[src/rtl/tt_sweep_pkg.sv]
// Shared constants and types for the truth-table sweep stage: default
// netlist size, the deepest supported netlist latency, FSM state names and
// the minterm index type.
package tt_sweep_pkg;

    // Default number of netlist inputs and the matching truth-table width.
    localparam int NIN_DEF = 4;
    localparam int TTW_DEF = 1 << NIN_DEF;

    // Deepest netlist pipeline the sweep can wait out.
    localparam int LAT_MAX = 4;

    // Width of the drain counter; it has to hold LAT_MAX - 1.
    localparam int DRW = $clog2(LAT_MAX + 1);

    // Sweep controller states.
    typedef enum logic [1:0] {
        IDLE  = 2'd0,
        SWEEP = 2'd1,
        DRAIN = 2'd2,
        DONE  = 2'd3
    } state_e;

    // Index of one minterm of the default-size netlist.
    typedef logic [NIN_DEF-1:0] minterm_t;

endpackage : tt_sweep_pkg

[src/rtl/tt_lat_pipe.sv]
// Valid + minterm-tag delay line matching the latency of the netlist under
// test. A tag entering at cycle c leaves at cycle c + DEPTH, which is exactly
// when the netlist output for that minterm is valid. DEPTH = 0 is a plain
// wire for purely combinational netlists.
module tt_lat_pipe
    import tt_sweep_pkg::*;
#(
    parameter int W     = NIN_DEF,
    parameter int DEPTH = 0
) (
    input  logic         clk,
    input  logic         rst_n,
    input  logic         valid_i,
    input  logic [W-1:0] tag_i,
    output logic         valid_o,
    output logic [W-1:0] tag_o
);

    generate
        if (DEPTH == 0) begin : g_pass
            // Clock and reset are not needed without stages.
            logic unused_clk_rst_s;
            assign unused_clk_rst_s = clk ^ rst_n;

            assign valid_o = valid_i;
            assign tag_o   = tag_i;
        end else begin : g_pipe
            logic [DEPTH-1:0]        vld_q;
            logic [DEPTH-1:0]        vld_d;
            logic [DEPTH-1:0][W-1:0] tag_q;
            logic [DEPTH-1:0][W-1:0] tag_d;

            // Next stage contents: shift by one; empty slots carry a zero tag.
            always_comb begin
                vld_d    = {DEPTH{1'b0}};
                tag_d    = {(DEPTH * W){1'b0}};
                vld_d[0] = valid_i;
                tag_d[0] = valid_i ? tag_i : {W{1'b0}};
                for (int i = 1; i < DEPTH; i++) begin
                    vld_d[i] = vld_q[i-1];
                    tag_d[i] = tag_q[i-1];
                end
            end

            // Stage registers; reset flushes any in-flight samples.
            always_ff @(posedge clk or negedge rst_n) begin
                if (!rst_n) begin
                    vld_q <= {DEPTH{1'b0}};
                    tag_q <= {(DEPTH * W){1'b0}};
                end else begin
                    vld_q <= vld_d;
                    tag_q <= tag_d;
                end
            end

            assign valid_o = vld_q[DEPTH-1];
            assign tag_o   = tag_q[DEPTH-1];
        end
    endgenerate

endmodule : tt_lat_pipe

[src/rtl/tt_sweep_capture.sv]
// Exhaustive truth-table sweep around a small single-output netlist.
// On an accepted start the block drives minterms 0..TTW-1 in ascending
// order, waits out the netlist latency, captures each output bit into its
// truth-table slot and compares it against the expected table latched at
// start. done_o pulses for one cycle once the last sample is in; the
// results then hold until the next accepted start.
module tt_sweep_capture
    import tt_sweep_pkg::*;
#(
    parameter  int NIN = NIN_DEF,
    parameter  int LAT = 0,
    localparam int TTW = 1 << NIN
) (
    input  logic           clk,
    input  logic           rst_n,
    input  logic           start_i,
    input  logic [TTW-1:0] expect_tt_i,
    output logic [NIN-1:0] x_o,
    input  logic           y_i,
    output logic           busy_o,
    output logic           done_o,
    output logic [TTW-1:0] tt_o,
    output logic           match_o,
    output logic [NIN:0]   err_cnt_o,
    output logic [NIN-1:0] first_err_o
);

    // State encodings shared with the package enum.
    localparam logic [1:0] S_IDLE  = IDLE;
    localparam logic [1:0] S_SWEEP = SWEEP;
    localparam logic [1:0] S_DRAIN = DRAIN;
    localparam logic [1:0] S_DONE  = DONE;

    localparam logic [NIN-1:0] X_ZERO   = {NIN{1'b0}};
    localparam logic [NIN-1:0] X_ONE    = {{(NIN-1){1'b0}}, 1'b1};
    localparam logic [NIN-1:0] X_LAST   = {NIN{1'b1}};
    localparam logic [NIN:0]   ERR_ZERO = {(NIN+1){1'b0}};
    localparam logic [NIN:0]   ERR_ONE  = {{NIN{1'b0}}, 1'b1};
    localparam logic [DRW-1:0] DR_ZERO  = {DRW{1'b0}};
    localparam logic [DRW-1:0] DR_ONE   = {{(DRW-1){1'b0}}, 1'b1};
    // Drain runs LAT cycles, counted down to zero.
    localparam logic [DRW-1:0] DR_INIT  = (LAT > 0) ? DRW'(LAT - 1) : {DRW{1'b0}};

    logic [1:0]     state_q;
    logic [1:0]     state_d;
    logic [NIN-1:0] x_q;
    logic [NIN-1:0] x_d;
    logic [DRW-1:0] dr_q;
    logic [DRW-1:0] dr_d;
    logic [TTW-1:0] exp_q;
    logic [TTW-1:0] exp_d;
    logic [TTW-1:0] tt_q;
    logic [TTW-1:0] tt_d;
    logic [NIN:0]   err_q;
    logic [NIN:0]   err_d;
    logic [NIN-1:0] first_q;
    logic [NIN-1:0] first_d;
    logic           match_q;
    logic           match_d;
    logic           busy_q;
    logic           busy_d;
    logic           done_q;
    logic           done_d;

    logic           start_acc_s;
    logic           tag_vld_s;
    logic           pipe_vld_s;
    logic [NIN-1:0] pipe_tag_s;
    logic           miss_s;

    // A start is only honoured while idle.
    assign start_acc_s = (state_q == S_IDLE) && start_i;

    // Each SWEEP cycle presents exactly one fresh minterm; drain cycles
    // repeat the last minterm and must not be captured again.
    assign tag_vld_s = (state_q == S_SWEEP);

    tt_lat_pipe #(
        .W     (NIN),
        .DEPTH (LAT)
    ) u_lat_pipe (
        .clk     (clk),
        .rst_n   (rst_n),
        .valid_i (tag_vld_s),
        .tag_i   (x_q),
        .valid_o (pipe_vld_s),
        .tag_o   (pipe_tag_s)
    );

    // The emerging sample disagrees with the expected bit for its minterm.
    assign miss_s = y_i ^ exp_q[pipe_tag_s];

    // Sequencer: state, driven minterm and drain countdown.
    always_comb begin
        state_d = state_q;
        x_d     = x_q;
        dr_d    = dr_q;
        case (state_q)
            S_IDLE: begin
                x_d  = X_ZERO;
                dr_d = DR_ZERO;
                if (start_i) begin
                    state_d = S_SWEEP;
                end else begin
                    state_d = S_IDLE;
                end
            end
            S_SWEEP: begin
                if (x_q == X_LAST) begin
                    if (LAT > 0) begin
                        state_d = S_DRAIN;
                        x_d     = X_LAST;
                        dr_d    = DR_INIT;
                    end else begin
                        state_d = S_DONE;
                        x_d     = X_ZERO;
                    end
                end else begin
                    state_d = S_SWEEP;
                    x_d     = x_q + X_ONE;
                end
            end
            S_DRAIN: begin
                if (dr_q == DR_ZERO) begin
                    state_d = S_DONE;
                    x_d     = X_ZERO;
                end else begin
                    state_d = S_DRAIN;
                    dr_d    = dr_q - DR_ONE;
                end
            end
            S_DONE: begin
                state_d = S_IDLE;
                x_d     = X_ZERO;
                dr_d    = DR_ZERO;
            end
            default: begin
                state_d = S_IDLE;
                x_d     = X_ZERO;
                dr_d    = DR_ZERO;
            end
        endcase
    end

    // Capture and compare: clear on start, otherwise fold in each emerging sample.
    always_comb begin
        exp_d   = exp_q;
        tt_d    = tt_q;
        err_d   = err_q;
        first_d = first_q;
        if (start_acc_s) begin
            exp_d   = expect_tt_i;
            tt_d    = {TTW{1'b0}};
            err_d   = ERR_ZERO;
            first_d = X_ZERO;
        end else if (pipe_vld_s) begin
            tt_d[pipe_tag_s] = y_i;
            if (miss_s) begin
                err_d = err_q + ERR_ONE;
                // Minterms arrive in ascending order, so the first miss is the lowest.
                if (err_q == ERR_ZERO) begin
                    first_d = pipe_tag_s;
                end else begin
                    first_d = first_q;
                end
            end else begin
                err_d = err_q;
            end
        end else begin
            tt_d = tt_q;
        end
    end

    // Status flags, derived from the next state so they are registered outputs.
    always_comb begin
        busy_d  = (state_d == S_SWEEP) || (state_d == S_DRAIN);
        done_d  = (state_d == S_DONE);
        match_d = match_q;
        if (start_acc_s) begin
            match_d = 1'b0;
        end else if (state_d == S_DONE) begin
            // err_d already includes the final sample landing on this edge.
            match_d = (err_d == ERR_ZERO);
        end else begin
            match_d = match_q;
        end
    end

    // All state and outputs; reset abandons any sweep without a done pulse.
    always_ff @(posedge clk or negedge rst_n) begin
        if (!rst_n) begin
            state_q <= S_IDLE;
            x_q     <= X_ZERO;
            dr_q    <= DR_ZERO;
            exp_q   <= {TTW{1'b0}};
            tt_q    <= {TTW{1'b0}};
            err_q   <= ERR_ZERO;
            first_q <= X_ZERO;
            match_q <= 1'b0;
            busy_q  <= 1'b0;
            done_q  <= 1'b0;
        end else begin
            state_q <= state_d;
            x_q     <= x_d;
            dr_q    <= dr_d;
            exp_q   <= exp_d;
            tt_q    <= tt_d;
            err_q   <= err_d;
            first_q <= first_d;
            match_q <= match_d;
            busy_q  <= busy_d;
            done_q  <= done_d;
        end
    end

    assign x_o         = x_q;
    assign busy_o      = busy_q;
    assign done_o      = done_q;
    assign tt_o        = tt_q;
    assign match_o     = match_q;
    assign err_cnt_o   = err_q;
    assign first_err_o = first_q;

endmodule : tt_sweep_capture

[config.mk]
export PLATFORM = sky130hd
export DESIGN_NAME = tt_sweep_capture
export DESIGN_NICKNAME = d
export VERILOG_FILES = /design/src/rtl/tt_sweep_pkg.sv /design/src/rtl/tt_lat_pipe.sv /design/src/rtl/tt_sweep_capture.sv
export SDC_FILE = /design/constraint.sdc
export NUM_CORES = 1
export LEC_CHECK = 0
export CORE_MARGIN = 2
export CORE_UTILIZATION = 47
export DETAILED_ROUTE_END_ITERATION = 8
export PLACE_DENSITY = 0.75
export SYNTH_ARGS = -nofsm -noshare
export SYNTH_HDL_FRONTEND = slang
export SYNTH_HIERARCHICAL = 1
export SYNTH_SLANG_ARGS = --single-unit
export TNS_END_PERCENT = 50
[constraint.sdc]
create_clock -name clk -period 2.2 [get_ports clk]
set_input_delay 0.44 -clock clk [delete_from_list [all_inputs] [get_ports clk]]
set_output_delay 0.44 -clock clk [all_outputs]
set_load 0.02 [all_outputs]
==> impl_metrics.env <==
export IMPL_r2r_end="match_o"
export IMPL_p_clk_share_pct=15.8
export IMPL_power_leakage_nw=1.633
export IMPL_r2r_slack_ps=60
export IMPL_worstSetupPathType="reg2reg"
export IMPL_start_kind="flop"
export IMPL_timing_rr_start="x_o[0]"
export IMPL_status="complete, no violations"
export IMPL_post_place_ws_ps=-41.39
export IMPL_fin_worst_skew_ps=14.56
export IMPL_min_period_ps=2138
export IMPL_endpoint="match_o"
export IMPL_synthesis_instances=297
export IMPL_cp_depth=7
export IMPL_setup_tns_ps=0
export IMPL_antenna_found_initial=0
export IMPL_die_y_um=80.77
export IMPL_cp_num_buf_inv=0
export IMPL_setup_viol=0
export IMPL_vias=2240
export IMPL_critical_path_startpoint="x_o[0]"
export IMPL_slew_headroom_pct=56.34
export IMPL_internal_power_mw=2.236
export IMPL_setup_slack_ps=61.71
export IMPL_cp_required_ps=2430
export IMPL_p_per_area_mw_per_mm2=1034
export IMPL_hold_viol_final=0
export IMPL_ys_ff_latch=53
export IMPL_yosysWarnings=6
export IMPL_area_growth_pct=28.86
export IMPL_grt_pass1_vias=2160
export IMPL_synth_edf_count=0
export IMPL_layout_nets=385
export IMPL_seq_area_frac_synth_pct=47.88
export IMPL_clock_latency_ps=320
export IMPL_worst_path_largest_cell_delay_ps=520
export IMPL_rsz0062_at_grt="yes"
export IMPL_grt_max_degree=40
export IMPL_place_area_mm2=0.003410
export IMPL_finalMaxSlewViolations=0
export IMPL_via_per_inst=5.246
export IMPL_fill_cells=477
export IMPL_synth_top_cell_area_share_pct=47.88
export IMPL_cp_max_fo=4
export IMPL_power_switching_mw=1.454
export IMPL_hold_buffers=0
export IMPL_grt_ovfl_total=0
export IMPL_critPathArrivalTime_ps=2370
export IMPL_ir_worst_vdd_mv=0.5708
export IMPL_clkSinkCount=53
export IMPL_worst_setup_path_end_kind="flop"
export IMPL_syn_cell_area_mm2=0.002770
export IMPL_die_width_um=80.77
export IMPL_dp_cells=417
export IMPL_start_util_pct=49.40
export IMPL_synth_most_common_cell="nand2_1"
export IMPL_p_sw_share_pct=39.40
export IMPL_synth_area_top_cells="dfrtp_1, nand2_1, mux2i_1, ha_1, nor2_1"
export IMPL_grt_use_total_pct=20.28
export IMPL_synth_nets=328
export IMPL_synth_distinct_cells=46
export IMPL_cts_buffers=5
export IMPL_core_mm2=0.005608
export IMPL_fin_area_mm2=0.003570
export IMPL_ios=52
export IMPL_p_comb_share_pct=45.6
export IMPL_synth_common_cells="nand2_1, dfrtp_1, nor2_1, mux2i_1, o21ai_0"
export IMPL_die_area_mm2=0.006524
export IMPL_antenna_left=0
export IMPL_drive_above_1_share_pct=14.37
export IMPL_crit_chain="mux4_2, mux2_4, xnor2_4, nor2_4, o21ai_2, mux2i_1, o31ai_2"
export IMPL_yosys_area_top_type="dfrtp_1"
export IMPL_ys_flop_type="dfrtp_1"
export IMPL_clockBufferDepth=2
export IMPL_totalPowerFinal_mw=3.690
export IMPL_finalWirelength_mm=6.122
export IMPL_hp_class="in2async"
export IMPL_routedWlPerCell_um=14.34
export IMPL_diodes=0
export IMPL_drt_iter0_drc=146
export IMPL_clkTransAtPathRegs_ps=110
export IMPL_max_cap_violations=0
export IMPL_htree_levels=2
export IMPL_cts_root_buf="clkbuf_8"
export IMPL_rows=27
export IMPL_critical_path_top_delay_family="multiplexers"
export IMPL_grt_pass1_wl_mm=10.10
export IMPL_pwr_share_seq_pct=38.6
export IMPL_gp_congestion=0.8304
export IMPL_max_freq_mhz=467.7
export IMPL_syn_avg_cell_area_um2=9.327
export IMPL_cts_tree="yes"
export IMPL_port_buffers=51
export IMPL_drtPass1Iterations=4
export IMPL_r2r_cells=7
export IMPL_layout_cells_non_filler=427
export IMPL_synthArstFlopShare_pct=100.0
export IMPL_place_hpwl_mm=4.284
export IMPL_worst_pin_slew_ps=654.9
export IMPL_slowest_stage="mux4_2"
export IMPL_drc_errors=0
export IMPL_finalCritPeriodShare_pct=97.19
-- worst min path at each step --
stage          endpoint  slack (ps)  cells after the start
2_1_floorplan    busy_o         140                      0
3_3_place_gp   exp_q[6]         460                      2
3_5_place_dp   exp_q[5]         450                      2
4_1_cts         tt_o[1]         150                      1
5_1_grt         tt_o[6]         180                      1
6_report        tt_o[6]         140                      1
-- placed cells by master (no fill, tap or decap), types with 2 or more instances in the layout --
cell,count
nand3_1,9
nor3_1,4
mux4_2,2
a21oi_2,3
ha_1,11
xor2_1,2
mux2i_1,16
dfrtp_1,50
a21oi_1,11
inv_1,9
clkbuf_8,5
o21ai_0,16
nand2_1,73
clkdlybuf4s50_1,50
nand2b_1,3
dfrtp_2,3
buf_4,17
a22o_1,3
nand3b_1,6
nor2_1,28
nor4_2,2
-- worst register-to-register path, stage by stage (launching register included) --
cell and delay, ps:
dfrtp_2 420, mux4_2 520, mux2_4 310, xnor2_4 140, nor2_4 190, o21ai_2 90, mux2i_1 150, o31ai_2 240
-- cell type report --
class / count / area, µm² / area share, %
clock buffer: 5 / 68.82 / 1.928
clock inverter: 3 / 25.02 / 0.7010
inverter: 9 / 33.78 / 0.9464
multi-input combinational: 216 / 1369 / 38.35
sequential: 53 / 1330 / 37.26
tap: 72 / 90.09 / 2.524
timing repair buffer: 69 / 653.1 / 18.30
-- power groups by stage --
stage	registers [mW]	clock network [mW]	logic, mW
after floorplan	1.48	0	1.07
after CTS	1.42	0.604	1.62
final	1.42	0.582	1.68
after global placement	1.43	0	1.56
after detailed placement	1.43	0	1.61
after global routing	1.46	0.633	1.86
-- repair_timing --
| item | CTS | global route |
|---|---|---|
| setup endpoints to repair | 2 | 6 |
| pin swaps | 1 | 2 |
| gates resized for setup | 2 | 11 |
| setup buffers | 0 | 2 |
| cloned | 0 | 0 |
-- layer usage --
metal | track usage [%] | vias up | wire (µm)
met5 | 0 | - | 0
met4 | 5.593 | 0 | 43
met3 | 4.667 | 4 | 289
met2 | 34.50 | 51 | 3001
met1 | 26.16 | 1085 | 2788
li1 | - | 1100 | -
-- cell families after synthesis --
group | Yosys count | synth area share [%]
compound gates | 45 | 10.39
xor+xnor | 4 | 1.536
fa+ha+maj | 11 | 4.968
buf+inv | 28 | 5.059
flops | 53 | 47.88
mux | 21 | 8.853
simple gates | 135 | 21.32
-- state kept, by name (all words and copies together) (netlist names) --
| register | flops |
|---|---|
| err_cnt_o | 5 |
| done_o | 1 |
| first_err_o | 4 |
| busy_o | 1 |
| state_q | 2 |
| dr_q | 3 |
| match_o | 1 |
| tt_o | 16 |
| exp_q | 16 |
| x_o | 4 |
-- metrics by stage --
step,utilization [%],hold slack [ps]
floorplan,-,144.4
global placement,60.80,459.8
detailed placement,60.80,453.9
CTS,62.58,147.7
global route,63.65,178.5
finish,63.65,135.4
Power figures use the tool's default switching activity.
